### src/rtl/uart_tx_scheduler.sv
// uart_tx_scheduler: round-robin arbiter that shares one 8N1 transmitter
// among NUM_CH byte requesters. Each grant is sent as a header byte
// (HEADER_BASE | channel) followed by the payload byte. The transmitter is
// driven through a start/busy handshake; a missing busy acknowledge within
// ACK_TIMEOUT cycles drops the frame and sets a sticky error flag.
module uart_tx_scheduler #(
  parameter int         NUM_CH      = 4,
  parameter logic [7:0] HEADER_BASE = 8'hA0,
  parameter int         ACK_TIMEOUT = 16
) (
  input  logic                  clk,
  input  logic                  reset,
  input  logic [NUM_CH-1:0]     req_valid,
  input  logic [8*NUM_CH-1:0]   req_data,
  output logic [NUM_CH-1:0]     req_ready,
  output logic                  tx_start,
  output logic [7:0]            tx_data,
  input  logic                  tx_busy,
  output logic [3:0]            grant_ch,
  output logic                  busy,
  output logic                  err
);

  localparam int CW = $clog2(ACK_TIMEOUT + 1);
  localparam logic [CW-1:0] CNT_MAX   = {CW{1'b1}};
  localparam logic [CW-1:0] CNT_LIMIT = CW'(ACK_TIMEOUT - 1);

  typedef enum logic [2:0] {
    IDLE     = 3'd0,
    HDR      = 3'd1,
    HDR_WAIT = 3'd2,
    DAT      = 3'd3,
    DAT_WAIT = 3'd4
  } state_t;

  state_t state, state_next;

  logic [3:0]        last_grant;
  logic [7:0]        payload;
  logic [CW-1:0]     cnt;
  logic              seen_busy;

  logic [3:0]        winner;
  logic              found;
  logic [4:0]        idx;
  logic [NUM_CH-1:0] shifted;
  logic [7:0]        sel_payload;
  logic              grant;
  logic              timeout;
  logic              entering;

  // Round-robin search starting one past the last granted channel.
  always_comb begin
    winner  = last_grant;
    found   = 1'b0;
    idx     = 5'd0;
    shifted = '0;
    for (int i = 1; i <= NUM_CH; i++) begin
      idx = {1'b0, last_grant} + 5'(i);
      if (idx >= 5'(NUM_CH)) begin
        idx = idx - 5'(NUM_CH);
      end else begin
        idx = idx;
      end
      shifted = req_valid >> idx;
      if (!found && shifted[0]) begin
        found  = 1'b1;
        winner = idx[3:0];
      end else begin
        found  = found;
      end
    end
    sel_payload = 8'(req_data >> {winner, 3'b000});
  end

  // Next-state logic and handshake outputs; req_ready is combinational so a
  // requester sees its accept in the same cycle the grant is decided.
  always_comb begin
    state_next = state;
    req_ready  = '0;
    tx_start   = 1'b0;
    grant      = 1'b0;
    timeout    = 1'b0;
    case (state)
      IDLE: begin
        if (!reset && !tx_busy && found) begin
          grant      = 1'b1;
          req_ready  = NUM_CH'(1) << winner;
          state_next = HDR;
        end else begin
          state_next = IDLE;
        end
      end
      HDR: begin
        tx_start   = 1'b1;
        state_next = HDR_WAIT;
      end
      DAT: begin
        tx_start   = 1'b1;
        state_next = DAT_WAIT;
      end
      HDR_WAIT, DAT_WAIT: begin
        if (seen_busy) begin
          if (!tx_busy) begin
            state_next = (state == HDR_WAIT) ? DAT : IDLE;
          end else begin
            state_next = state;
          end
        end else if (!tx_busy && (cnt >= CNT_LIMIT)) begin
          timeout    = 1'b1;
          state_next = IDLE;
        end else begin
          state_next = state;
        end
      end
      default: begin
        state_next = IDLE;
      end
    endcase
    entering = (state_next != state) && ((state_next == HDR) || (state_next == DAT));
  end

  // State, latched frame data, ack-timeout tracking and sticky error.
  always_ff @(posedge clk) begin
    if (reset) begin
      state      <= IDLE;
      last_grant <= 4'(NUM_CH - 1);
      payload    <= 8'h00;
      tx_data    <= 8'h00;
      grant_ch   <= 4'h0;
      err        <= 1'b0;
      cnt        <= '0;
      seen_busy  <= 1'b0;
    end else begin
      state <= state_next;
      if (grant) begin
        last_grant <= winner;
        grant_ch   <= winner;
        payload    <= sel_payload;
        tx_data    <= HEADER_BASE | {4'b0000, winner};
      end else if ((state == HDR_WAIT) && (state_next == DAT)) begin
        tx_data    <= payload;
      end else begin
        tx_data    <= tx_data;
      end
      if (timeout) begin
        err <= 1'b1;
      end else begin
        err <= err;
      end
      // Counter measures cycles since tx_start; busy sampled during HDR/DAT
      // (the start cycle itself) is not an acknowledge.
      if (entering) begin
        cnt       <= '0;
        seen_busy <= 1'b0;
      end else begin
        if (cnt != CNT_MAX) begin
          cnt <= cnt + CW'(1);
        end else begin
          cnt <= cnt;
        end
        if (((state == HDR_WAIT) || (state == DAT_WAIT)) && tx_busy) begin
          seen_busy <= 1'b1;
        end else begin
          seen_busy <= seen_busy;
        end
      end
    end
  end

  assign busy = (state != IDLE);

endmodule

### config.mk
export PLATFORM = sky130hd
export DESIGN_NAME = uart_tx_scheduler
export DESIGN_NICKNAME = d
export VERILOG_FILES = /design/src/rtl/uart_tx_scheduler.sv
export SDC_FILE = /design/constraint.sdc
export NUM_CORES = 1
export LEC_CHECK = 0
export BUFFER_PORTS_ARGS = -buffer_cell sky130_fd_sc_hd__clkbuf_2
export CORE_AREA = 3 3 72 74
export CTS_CLUSTER_DIAMETER = 200
export CTS_CLUSTER_SIZE = 8
export DETAILED_ROUTE_END_ITERATION = 8
export DIE_AREA = 0 0 75 77
export PLACE_DENSITY = 0.81
export SYNTH_ARGS = -nofsm -noshare
export SYNTH_HDL_FRONTEND = slang
export SYNTH_SLANG_ARGS = --single-unit
### constraint.sdc
create_clock -name clk -period 3.9 [get_ports clk]
set_input_delay 0.39 -clock clk [delete_from_list [all_inputs] [get_ports clk]]
set_output_delay 0.39 -clock clk [all_outputs]
set_load 0.02 [all_outputs]
==> impl_summary.md, run 1 <==
Synthesis
The unique cell type count in the Yosys netlist is 57. dfxtp_1 takes more of the synthesized area than any other cell. Yosys mapped a number of flops with a built-in enable equal to 0.

In the synthesized netlist, the number of instances is approximately 250. Counting flops with an async set or reset pin after synthesis yields a share of 0. The average size of a mapped cell is just over 9 sq um. Sorting the synthesized cells by area gives the leading types as dfxtp_1, mux2i_1, ha_1. The most used flip-flop cell after synthesis is dfxtp_1. The synthesized netlist occupies a cell area of ~2300 sq um. Yosys printed 0 warnings.

The number of nets in the synthesized netlist is just over 300. The share of Yosys cell area claimed by the top area cell type is 0.281. The flop and latch count out of synthesis is 32. The share of the Yosys chip area taken by registers is 0.281.

STA
At the pin with the least slew margin, the transition time is roughly 0.63 ns. The summed negative setup slack over all endpoints is 0 ns. On the final layout, the worst clock skew is 0.00430 ns.

The post-route clock period utilization is 0.928. Setup repair after global routing left no endpoint under its margin. Final hold analysis gives a worst-case slack of between 0.4 and 0.5 ns. The clock period could shrink to 3.62 ns. The final-report hold violation count was 0. The number of max-slew violations in the final report is 0. In this run the tightest slew margin relative to its limit is 0.577. Across all setup checks in the final design, the least slack found is 0.281 ns. Timing would allow up to 0.276 GHz. The number of setup violations in the final report is 0.

Cells and area
In the final layout, the share of cells above drive strength 1 is 0.295. The net count of the finished layout is 373. Leaving out fill and tap cells, the most frequent cells in the layout are clkbuf_2, dfxtp_1, nor2_1. The finished cells cover between 2000 and 3000 sq um. Excluding fillers, the count of instances in the completed layout stands at about 370. The library cell used most frequently in the layout, excluding fill and tap cells, is clkbuf_2. The synthesis-to-finish area growth is 18.3%. The number of antenna repair diodes is 0. For this run, the share of the core covered by cells in the final layout is 0.579.

Routing
The remaining routing DRC violations is 0. The total iterations of the first detailed-routing run is 4. The sum of routed wire length over all layers is 5.04 mm. In this run the remaining antenna-violating nets after routing total 0. The routed wire length per instance is roughly 14 um.

The violation count after the first detailed-routing iteration is 71. Across all layers, the routed design uses roughly 2,000 vias. The routed via count divided by cell count is roughly 5.6.

Power
The static leakage power is 1.32 nW. The worst voltage drop across the vdd grid is roughly 0.00036 V. Dividing total power by cell area gives a power density of between 400 and 500 nW/um^2.

The power consumption is 1.22 mW.

Clocking
The number of CTS-inserted buffers is 5. The number of clock sinks is 32. The clock tree root driver cell is clkbuf_8.

The post-cts sizing count is 0. CTS built an H-tree with a depth of 2. The post-CTS repair timing setup buffer count is 0.

The clock slew seen by the registers of the worst setup and hold paths is 0.05 ns. The largest buffer count on any clock path is 2. The clock latency of the later-clocked register in the worst-skew pair is 0.28 ns. The post-cts hold buffer count is 0.

The CTS tree is built.

Global route
The initial antenna violation count is 0. The overall overflow remaining after global route is 0. The largest net degree at the start of global routing is 16.

The via count of the first global-routing pass is 1,895. The total track usage is 0.186. The global-route wire length before repair is ~8.5 mm.

Worst setup path
The kind of start point of the critical path is a flip-flop. The kind of critical path is reg -> out. The number of cells traversed by the worst register-to-register path is 12.

The arrival time at the worst endpoint is approximately 3.2 ns. For the worst setup path, the data required time is 3.51 ns. The flop-to-flop setup slack is between 0.4 and 0.5 ns. The endpoint of the worst-slack reg-to-reg timing path is payload[4]$_SDFFE_PP0N_. The category of the worst setup path capture point is an output port. The critical-path maximum fanout is 12. The startpoint of the worst-slack reg-to-reg timing path is grant_ch[2]$_SDFFE_PP0N_.

Run
Max-cap violations in this run came to 0.

Worst hold path
For hold timing, the worst endpoint is seen_busy$_SDFFE_PP0P_. In this run the most critical hold path is launched from tx_busy. The number of cells on the worst hold path is 3. The worst hold path belongs to the class in -> reg.

Placement
The HPWL after detailed placement is about 4 mm. The final weighted congestion in routability-driven placement is 0.820. At the placement stage, the worst setup path has a slack of ~0.30 ns.

The instance count after placement with tap cells included is ~360. The total cell area at the placement stage is about 2600 sq um. The count of buffers from port buffering is 57.

Die
The chip height is roughly 77 um. From left edge to right edge, the die measures between 70 and 80 um. The die covers 5780 sq um. In this run the count of I/O pins placed on the die edge is 58. The region available for standard cell placement spans ~4700 sq um.

The initial standard-cell utilization of the core is 0.490. The site row count is 25.

Run status
The flow ran to the end, and the final reports show no timing, DRC or antenna violations.
[flip-flops by register name, indices dropped and copies added, names as in the netlist]
register and count:
err 1, tx_data 8, last_grant 2, payload 8, state 3, seen_busy 1, grant_ch 4, cnt 5
[worst max-delay path by stage]
stage | start | to | slack (ns) | depth (start not counted)
3_3_place_gp | grant_ch[2]$_SDFFE_PP0N_ | payload[3]$_SDFFE_PP0N_ | 0.48 | 13
2_1_floorplan | grant_ch[2]$_SDFFE_PP0N_ | req_ready[0] | 0.55 | 12
5_1_grt | last_grant[1]$_SDFFE_PP1N_ | req_ready[3] | 0.03 | 13
4_1_cts | grant_ch[2]$_SDFFE_PP0N_ | req_ready[3] | 0.08 | 13
3_5_place_dp | grant_ch[2]$_SDFFE_PP0N_ | payload[4]$_SDFFE_PP0N_ | 0.30 | 13
6_report | grant_ch[2]$_SDFFE_PP0N_ | req_ready[3] | 0.28 | 12
[synth_stat cells (2+ instances only)]
cell / instances
nor2b_1: 7
nand3b_1: 2
inv_1: 11
a211oi_1: 2
ha_1: 20
dfxtp_1: 32
mux2_2: 3
nor3_1: 6
buf_6: 4
a21o_1: 2
buf_2: 3
xnor2_1: 8
o221ai_1: 8
mux2i_1: 26
o21ai_0: 3
and2_1: 2
xor2_1: 2
or3_1: 2
nand2_1: 24
a21oi_2: 2
nand2b_1: 8
nor2_1: 27
a21oi_1: 13
and3_1: 2
[cell type report]
| cell class | count | area [sq um] |
|---|---|---|
| well taps | 54 | 67.6 |
| inverters | 12 | 45.0 |
| fillers | 424 | 1960 |
| flip-flops and latches | 32 | 644 |
| clock buffers | 5 | 68.8 |
| repair buffers | 66 | 353 |
| multi-input cells | 197 | 1520 |
[critical path: stages, from the launching register on]
cell and delay, ns:
dfxtp_2 0.45, inv_2 0.10, ha_1 0.36, ha_1 0.19
nand2b_1 0.10, a2111o_1 0.44, a21oi_2 0.20, a221oi_1 0.07
buf_4 0.16, a311oi_4 0.46, inv_1 0.11, nor2_1 0.12
clkbuf_2 0.18
[where the power goes]
part | switching [mW] | internal [mW] | total (mW)
logic | 0.313 | 0.260 | 0.573
registers | 0.0412 | 0.384 | 0.425
clock network | 0.107 | 0.115 | 0.221
[logic make-up after synthesis]
family / share of synthesized area
AO/OA/AOI/OAI: 0.164
XOR/XNOR: 0.0455
adder cells (fa/ha/maj): 0.110
buffers and inverters: 0.0614
flip-flops: 0.281
multiplexers: 0.150
AND/OR/NAND/NOR: 0.189
[routing by layer]
layer | vias to the layer above | GRT usage | routed length [um]
met5 | - | 0 | 0
met4 | 0 | 0.0658 | 78
met3 | 9 | 0.0498 | 309
met2 | 60 | 0.295 | 2460
met1 | 956 | 0.237 | 2200
li1 | 1021 | - | -
Power figures use the tool's default switching activity.
==> run 2: changes to the inputs <==
- ABC_AREA: not set -> 1
- CORE_AREA: 3 3 72 74 -> 3 3 75 77
- DIE_AREA: 0 0 75 77 -> 0 0 78 80
- PLACE_DENSITY: 0.81 -> 0.8
==> run 2 against run 1 <==
Die area up 8.1%. Register-to-register slack better by 0.55 ns. Final area up 6.9%. Clock skew about the same. Cell count up 38%. First-iteration DRC count up 23%. Global-route usage up 0.76 points. Sequential power down 2%. Power up 8.2%. Combinational power up 12%. Non-clock buffer count down 8.
==> impl_summary.md, run 2 <==
Run status
The run finished with clean final reports.

Worst setup path
By startpoint and endpoint, the worst setup path is classified as reg -> out. The signal on the critical path passes through inv_1 > ha_1 > nand2_2 > nand2_1 > nand2_1 > nand2_2 > ha_1 > nand2_1 > nand2_1 > nor2_1 > nand2_1 > nand2_1 > nand3_4 > o21ai_4 > nand2_4 > nor2_4 > inv_1 > nor2_1 > clkbuf_2. The critical-path maximum fanout is 18. The number of cells traversed by the worst register-to-register path is 20.

The timing startpoint of the critical path is last_grant[1]$_SDFFE_PP1N_. The largest incremental delay on the critical path is approximately 0.45 ns. The startpoint identified for the worst register-to-register timing path is last_grant[1]$_SDFFE_PP1N_.

The flop-to-flop setup slack is between 1 and 1.5 ns. The cell at the slowest stage of the critical path is dfxtp_2. The kind of start point of the critical path is a flip-flop. The category of the worst setup path capture point is an output port. The worst register-to-register path ends at payload[4]$_SDFFE_PP0N_. The arrival time at the worst endpoint is between 3 and 4 ns. The cell repeated most along the worst path is nand2_1. Data on the critical path is required at its endpoint by ~3.5 ns.

Routing
The final route contains roughly 2,500 vias. Dividing the detail-routed via count by the number of cells gives roughly 5. For this run, the detailed router's first-pass iteration total came to 4.

Wires add up to ~5.7 mm. The routed wire length per instance is roughly 11 um. The wire length the detailed router placed on met1 is 2.52 mm. Once detail routing completed, the nets flagged for antenna violations numbered 0. Wire segments on met3 add up to 284 um in the final route. After detailed routing, the number of remaining DRC violations is 0. The routed length on met2 is around 2.9 mm. For this block, the initial DRC count from the detailed router was 87. The detailed router used layers up to and including met4.

STA
The number of max-slew violations in the final report is 0. Setup violations remaining at the end of the flow were counted as 0. The transition time of the tightest slew-check pin is just over 0.8 ns.

Of the available clock period, the critical path in the final layout requires 0.912. Headroom to the max-slew limit came out at 0.446. Static timing analysis puts the maximum clock frequency at ~0.28 GHz. In the final timing run, aggregate negative setup slack is 0 ns. The final-report hold violation count is 0.

Setup repair after global routing left no endpoint under its margin. Between clock sinks in the finished design, the worst skew comes to about 0.0045 ns. The time the worst path needs with I/O delays and setup is 3.56 ns.

Power
The internal power is roughly 740 uW. The static leakage power is approximately 1.5 nW. The analysis attributes to net switching a power of around 580 uW.

Of the total power, combinational logic draws 0.487. Of the total power, the share spent switching nets is 0.440. The areal power density over the cells is around 460 nW/um^2. The sequential cell fraction of total power is 0.316. The worst voltage drop across the vdd grid is around 0.00024 V. The share of total power dissipated in the clock network is 0.197.

Clocking
The post-CTS repair timing setup buffer count is 0. The number of CTS-inserted buffers is 5. The clock net in this run drives a total of 32 sinks. The post-cts hold buffer count is 0. The clock tree root driver cell is clkbuf_8. The CTS tree is built. The H-tree depth is 2.

Clock latency on the worst-skew pair, taken at its later pin, is about 0.28 ns. The clock slew seen by the registers of the worst setup and hold paths is ~0.070 ns. Counting along the longest clock path gives a buffer depth of 2.

Synthesis
The unique cell type count in the Yosys netlist is 36. The cell with the most instances after synthesis is nand2_1. The number of enable flip-flop cells after synthesis is 0. Synthesis produced a netlist with a net count of 435. The post-synthesis instance total is 376.

Yosys attributes the largest share of cell area to dfxtp_1, nand2_1, ha_1. The proportion of register bits with asynchronous set or reset after synthesis is 0. After synthesis, the mean cell area works out to 6.52 sq um. The leading area contributor after synthesis is dfxtp_1.

The number of warnings issued by yosys is 0. The share of Yosys cell area claimed by the top area cell type is 0.261. Among all flip-flop cells after synthesis, the most frequent one is dfxtp_1. After synthesis the cells add up to roughly 2500 sq um. Synthesis inferred 32 register bits. The commonest cells after synthesis are nand2_1, inv_1, nand3_1.

For this run, the register share of the synthesized area comes to 0.261.

Worst hold path
The worst hold path terminates at payload[7]$_SDFFE_PP0N_. The min-delay analysis places its worst path in the category in -> reg. The worst hold path begins at req_data[31]. The worst hold path was traced through 5 stages.

Placement
The count of buffers from port buffering is 57. The total cell area at the placement stage is 2790 sq um. The final weighted congestion in routability-driven placement is about 0.89. The HPWL after detailed placement is 4.56 mm.

Die
The overall die width is approximately 78 um. The floorplan step defined a die boundary enclosing about 6200 sq um. For this configuration, the core starts out at a cell density of 0.483. The top-level I/O count is 58. After floorplanning, the core was divided into 26 placement rows. The standard cell core area is just over 5000 sq um. The floorplan step set the die height to approximately 80 um.

Global route
The overall overflow remaining after global route is 0. The initial antenna violation count is 0. The total track usage is 0.193. Entering global routing, the biggest net connects 26 pins.

The global-route wire length before repair is around 9.9 mm. The via count of the first global-routing pass is between 2,000 and 2,500.

Cells and area
Once layout is done, the placed cells without fillers occupy ~2900 sq um. Compared with the post-synthesis result, the final layout area differs by 17.7%. 0 antenna diodes ended up in the layout.

In the layout the commonest cells are nand2_1, clkbuf_2, inv_1. The library cell used most frequently in the layout, excluding fill and tap cells, is nand2_1. The largest registers in the layout are payload: 8 flops, tx_data: 8 flops, cnt: 5 flops. In the final design database the tool counted between 400 and 500 nets. The ratio of cells with drive above 1 in the final layout is 0.227.

Run
The number of max-capacitance violations reported is 0.
run 2: per-stage QoR:
stage | util | cells | hold WS, ns | power, mW | setup slack (ns)
after floorplan | - | 376 | 0.441 | 0.938 | 0.859
after global placement | 0.549 | 498 | 0.438 | 1.05 | 0.580
after detailed placement | 0.549 | 498 | 0.442 | 1.07 | 0.473
after CTS | 0.568 | 506 | 0.401 | 1.33 | 0.150
after global routing | 0.568 | 506 | 0.426 | 1.43 | 0.00774
final | 0.568 | 506 | 0.409 | 1.32 | 0.344
run 2: cells by family after synthesis:
family,synth area share
XOR/XNOR,0.00715
flip-flops,0.261
AO/OA/AOI/OAI,0.0878
AND/OR/NAND/NOR,0.443
buffers and inverters,0.0985
adder cells (fa/ha/maj),0.102
run 2: power by group through the flow:
| stage | logic [mW] | clock network (mW) | registers (mW) |
|---|---|---|---|
| finish | 0.642 | 0.261 | 0.416 |
| detailed placement | 0.644 | 0 | 0.421 |
| global route | 0.724 | 0.280 | 0.421 |
| CTS | 0.647 | 0.268 | 0.415 |
| floorplan | 0.517 | 0 | 0.421 |
| global placement | 0.629 | 0 | 0.421 |
run 2: repair_timing:
action / 4_1_cts / 5_1_grt
resized for setup: 0 / 3
setup endpoints to repair: 0 / 3
endpoints found under the hold margin: 0 / 0
run 2: metal layers:
layer / global-route usage / vias up
met4: 0.0297 / 0
met1: 0.232 / 1106
met2: 0.357 / 64
li1: - / 1321
met5: 0 / -
met3: 0.0429 / 2
run 2: area by class of cell:
cell class	count	area [sq um]
sequential	32	644
multi-input combinational	287	1570
tap	70	87.6
fill	508	2190
clock buffer	6	82.6
inverter	51	198
clock inverter	2	10.0
timing repair buffer	58	293
run 2: critical path, delay by kind of cell (launching register included):
| kind | cells | cell delay (ns) |
|---|---|---|
| fa+ha+maj | 2 | 0.41 |
| flops | 1 | 0.45 |
| compound gates | 1 | 0.32 |
| buf+inv | 3 | 0.44 |
| simple gates | 13 | 1.28 |
run 2: worst max path at each step:
stage                   end  slack, ns  depth (start not counted)
2_1_floorplan  req_ready[1]       0.86                         15
3_3_place_gp   req_ready[1]       0.58                         19
3_5_place_dp   req_ready[1]       0.47                         19
4_1_cts        req_ready[1]       0.15                         19
5_1_grt        req_ready[1]      0.008                         19
6_report       req_ready[1]       0.34                         19
